**config.mk**
```make
export PLATFORM = sky130hd
export DESIGN_NAME = ahb3_dummy_slave
export DESIGN_NICKNAME = d
export VERILOG_FILES = /design/src/rtl/ahb3_pkg.sv /design/src/rtl/ahb3_dummy_slave.sv
export SDC_FILE = /design/constraint.sdc
export NUM_CORES = 2
export LEC_CHECK = 0
export BUFFER_PORTS_ARGS = -buffer_cell sky130_fd_sc_hd__buf_2
export CAP_MARGIN = 20
export CORE_MARGIN = 4
export CORE_UTILIZATION = 30
export DETAILED_ROUTE_END_ITERATION = 6
export PLACE_DENSITY = 0.41
export REMOVE_ABC_BUFFERS = 1
export SYNTH_ARGS = -nofsm -noshare
export SYNTH_HDL_FRONTEND = slang
export SYNTH_SLANG_ARGS = --single-unit
```
**constraint.sdc**
```tcl
create_clock -name clk -period 3.9 [get_ports clk]
set_clock_uncertainty 0.05 [all_clocks]
set_input_delay 0.78 -clock clk [delete_from_list [all_inputs] [get_ports clk]]
set_output_delay 0.78 -clock clk [all_outputs]
set_load 0.1 [all_outputs]
```
**src/rtl/ahb3_pkg.sv**
```systemverilog
// ahb3_pkg: shared AHB3-lite transfer, size and response codes.
package ahb3_pkg;
  typedef enum logic [1:0] {IDLE, BUSY, NONSEQ, SEQ} htrans_e;
  typedef enum logic [2:0] {BYTE, HALF, WORD} hsize_e;
  typedef enum logic {OKAY, ERROR} hresp_e;
endpackage

```
**src/rtl/ahb3_dummy_slave.sv**
```systemverilog
// ahb3_dummy_slave: zero-wait AHB3-lite RAM slave; AHB3_DUMMY_WAIT_EN adds one wait state per data phase.
module ahb3_dummy_slave
  import ahb3_pkg::*;
#(
  parameter int ADDRSIZE = 8
) (
  input  logic        clk,
  input  logic        resetn,
  output logic        HREADY_o,
  output logic        HRESP_o,
  output logic [31:0] HRDATA_o,
  input  logic [31:0] HADDR_i,
  input  logic        HWRITE_i,
  input  logic [2:0]  HSIZE_i,
  input  logic [2:0]  HBURST_i,
  input  logic [3:0]  HPROT_i,
  input  logic [1:0]  HTRANS_i,
  input  logic        HMASTLOCK_i,
  input  logic [31:0] HWDATA_i
);
  localparam int WORDS = 2 ** (ADDRSIZE - 2);
  logic                active, hwrite, hready;
  logic [31:0]         haddr;
  logic [2:0]          hsize;
  logic [3:0]          be;
  logic [ADDRSIZE-3:0] widx;
  logic [31:0]         mem [WORDS];
  logic                unused;
  assign unused = ^{HBURST_i, HPROT_i, HMASTLOCK_i, HTRANS_i[0], HADDR_i[31:ADDRSIZE], haddr[31:ADDRSIZE]};
  assign widx = haddr[ADDRSIZE-1:2];
  always_ff @(posedge clk or negedge resetn) begin
    if (!resetn) begin
      active <= 1'b0;
      hwrite <= 1'b0;
      haddr  <= '0;
      hsize  <= '0;
    end else if (hready) begin
      active <= HTRANS_i[1];
      hwrite <= HTRANS_i[1] & HWRITE_i;
      if (HTRANS_i[1]) begin
        haddr <= {{(32-ADDRSIZE){1'b0}}, HADDR_i[ADDRSIZE-1:0]};
        hsize <= HSIZE_i;
      end
    end
  end
`ifdef AHB3_DUMMY_WAIT_EN
  logic wt;
  always_ff @(posedge clk or negedge resetn) begin
    if (!resetn) wt <= 1'b0;
    else wt <= active & !wt;
  end
  assign hready = !active | wt;
`else
  assign hready = 1'b1;
`endif
  // sizes above WORD fall through to a full-word enable
  assign be = hsize == BYTE ? 4'b0001 << haddr[1:0] :
              hsize == HALF ? (haddr[1] ? 4'b1100 : 4'b0011) : 4'b1111;
  always_ff @(posedge clk) begin
    if (active & hwrite & hready)
      for (int i = 0; i < 4; i++)
        if (be[i]) mem[widx][8*i +: 8] <= HWDATA_i[8*i +: 8];
  end
  assign HRDATA_o = (active & !hwrite) ? mem[widx] : '0;
  assign HREADY_o = hready;
  assign HRESP_o  = OKAY;
endmodule

```
==> impl_metrics.json <==
{
  "io_buffers": 78,
  "grt_max_degree": 65,
  "grt_usage_pct": 21.21,
  "initial_core_util_pct": 30.22,
  "hold_ws_ps": 80.99,
  "grt_pass1_vias": 47261,
  "fin_crit_ps": 4534,
  "synth_seq_cells": 2061,
  "cp.arrival_ps": 3700,
  "status": "finished with violations",
  "ys_seq_area_share_pct": 77.80,
  "critical_path.max_stage_delay_ps": 430,
  "fp.dieH_um": 522.7,
  "synth_cells": 4543,
  "synth_top_area_share_pct": 77.39,
  "netlist_area_mm2": 0.07947,
  "synthArstFlopShare_pct": 0.6308,
  "yosysUniqueCellTypes": 59,
  "synth_xor_area_share_pct": 0,
  "max_freq_ghz": 0.2206,
  "via_per_inst": 5.370,
  "setup_viol": 32,
  "tns_ps": -17320,
  "synthTopCellsByCount": "edfxtp_1 (2048), nor2_1 (382), a221oi_1 (282), a22oi_1 (278), mux2i_1 (165)",
  "holdCritStartpoint": "HWRITE_i",
  "peakVddDrop_mv": 0.5366,
  "place.gp.congestion": 0.8093,
  "crit_fanout": 7,
  "max_slew_margin_pct": 22.12,
  "yosysMostFrequentCell": "edfxtp_1",
  "tritoncts": "built",
  "synth_compound_area_share_pct": 10.81,
  "dp_hpwl_mm": 183.0,
  "detail_route.first_pass.iterations": 6,
  "finalHoldViolCount": 0,
  "grt_setup_unrepaired": "true",
  "max-cap-violations": 0,
  "io_pins": 114,
  "synth.top_cells.by_area": "edfxtp_1 (77%), a221oi_1 (3.1%), a22oi_1 (2.6%)",
  "synth.avg_cell_area_um2": 17.49,
  "design.core.area_mm2": 0.2630,
  "layout-drive-gt1-share_pct": 29.48,
  "synth_top_family_by_area": "compound AO/OA/AOI/OAI gates",
  "tightestPinTransition_ps": 1168,
  "ant_nets": 0,
  "rows": 188,
  "required_ps": 3070,
  "violations": "negative setup slack",
  "insertion_delay_ps": 870,
  "grt-ovfl-total": 0,
  "finalWirelength_mm": 299.1,
  "critical_path_class": "flop to output port",
  "drtIter0Drc": 5266,
  "crit_buf_inv": 7,
  "numClockSinks": 2061,
  "hold_depth": 2,
  "finalPower_mw": 51.02,
  "powerDensity_mw_per_mm2": 509.5,
  "synth_mux_area_share_pct": 5.777,
  "report.final.slew_viol_count": 0,
  "worstSetupStartpoint": "haddr[2]$_DFFE_PN0P_",
  "drc": 0,
  "path_delay_family": "buffers and inverters",
  "worstReg2RegEnd": "mem[28][14]$_DFFE_PP_",
  "synth-edff-count": 2048,
  "synth_fa_ha_area_share_pct": 0,
  "cts-buffers-inserted": 222,
  "cp-start-kind": "flop",
  "setup_ws_ps": -633.6,
  "worstSetupEndpointType": "output port",
  "antenna_found_initial": 16,
  "cts_root_buffer": "clkbuf_16",
  "rr_worst_depth": 13,
  "synthSimpleGateAreaFrac_pct": 3.366,
  "hold_class": "input pin to flop",
  "slowest_stage": "dfrtp_4",
  "grt_first_pass_wirelength_mm": 402.9,
  "dieArea_mm2": 0.2732,
  "wl_per_cell_um": 33.26,
  "clockBufferDepth": 3,
  "clk_pin_slew_ps": 60,
  "cellLeakagePower_nw": 32.08,
  "die_w_um": 522.7,
  "min_to": "hwrite$_DFF_PN0_",
  "h-tree-depth": 4,
  "r2r_start": "haddr[3]$_DFFE_PN0P_",
  "synth_area_leader_cell": "edfxtp_1",
  "synth_warnings": 0,
  "reg2reg_setup_slack_ps": 280,
  "synth_ff_type": "edfxtp_1",
  "vias": 48292,
  "min_period_over_period_pct": 116.2,
  "crit_chain": "buf_12 > buf_8 > and2b_4 > buf_4 > buf_6 > buf_8 > a221o_1 > a222oi_1 > o22a_1 > a31oi_1 > buf_4 > buf_12",
  "area_growth_pct": 26.01,
  "nNetsFinal": 5360
}
-- state kept, by name (all words and copies together), names as in the netlist --
name,cells
active,1
hwrite,1
haddr,8
mem,2048
hsize,3
-- worst reg2reg max path, stage by stage (launching register included) --
cell and delay [ps]:
dfrtp_4 540, buf_12 180, buf_12 140, or2_4 260, nor2_4 100, buf_12 140, buf_8 120, buf_16 150
buf_4 140, buf_4 140, nand2_1 450, buf_4 380, nor2_1 250, buf_4 250
-- how the worst max path moves through the flow --
stage	to	slack, ps	depth (start not counted)
after floorplan	HRDATA_o[15]	-17520	6
after global placement	HRDATA_o[25]	-170	11
after detailed placement	HRDATA_o[25]	-150	11
after CTS	HRDATA_o[17]	-650	13
after global routing	HRDATA_o[23]	-670	13
final	HRDATA_o[5]	-630	12
-- per-stage QoR --
step,worst slack [ps],instances,area (µm²),utilization (%)
floorplan,-17520,4193,77710,-
global placement,-168.9,8426,88880,33.80
detailed placement,-150.3,8429,88950,33.82
CTS,-654.5,8950,98890,37.60
global route,-672.0,8983,100100,38.07
finish,-633.6,8993,100100,38.08
-- power breakdown --
group	total, mW	leakage, nW	internal [mW]	switching [mW]
clock	20.4	3.38	11.6	8.87
sequential	24.4	18.6	24.4	0.0233
combinational	6.17	10.1	2.28	3.89
-- metal layers --
metal	up-vias	track usage [%]	wire length, µm
li1	20322	-	-
met2	1872	33.48	137100
met5	-	0	13
met3	397	4.571	21800
met4	2	5.414	8493
met1	25699	29.75	131700
-- cells in the final DEF (no fill, tap or decap), types with 51 or more instances in the layout --
master and count:
clkinv_1 65, o22ai_1 52, nand2_1 121, a22oi_2 51, clkbuf_1 53, mux4_2 78
edfxtp_1 2048, nor2_1 361, buf_12 129, a22oi_1 227, buf_4 572, a221oi_1 239
clkbuf_16 233, o21ai_0 58, a21oi_1 117, mux2_2 105, mux2i_1 165
-- kinds of logic (layout without fill, tap and decap cells) --
family | count (synthesis) | after routing
flip-flops | 2061 | 2061
AO/OA/AOI/OAI | 1137 | 1137
buffers and inverters | 356 | 1277
AND/OR/NAND/NOR | 639 | 640
other | 2 | 15
multiplexers | 348 | 348
-- cell type report --
cell class	instances	area (µm²)
clock inverter	130	1064
clock buffer	279	5854
multi-input combinational	2127	17460
antenna	13	32.53
tap	3515	4398
inverter	6	37.54
timing repair buffer	862	9463
fill	24547	162800
sequential	2061	61840
-- repair_timing --
item,CTS,global route
gates resized for setup,285,155
setup endpoints to repair,32,32
buffers inserted,83,24
pin swaps,101,65
endpoints found under the hold margin,13,0
hold buffers,1,0
gates cloned,32,7
Note: power is estimated with default switching activity, not from simulation.
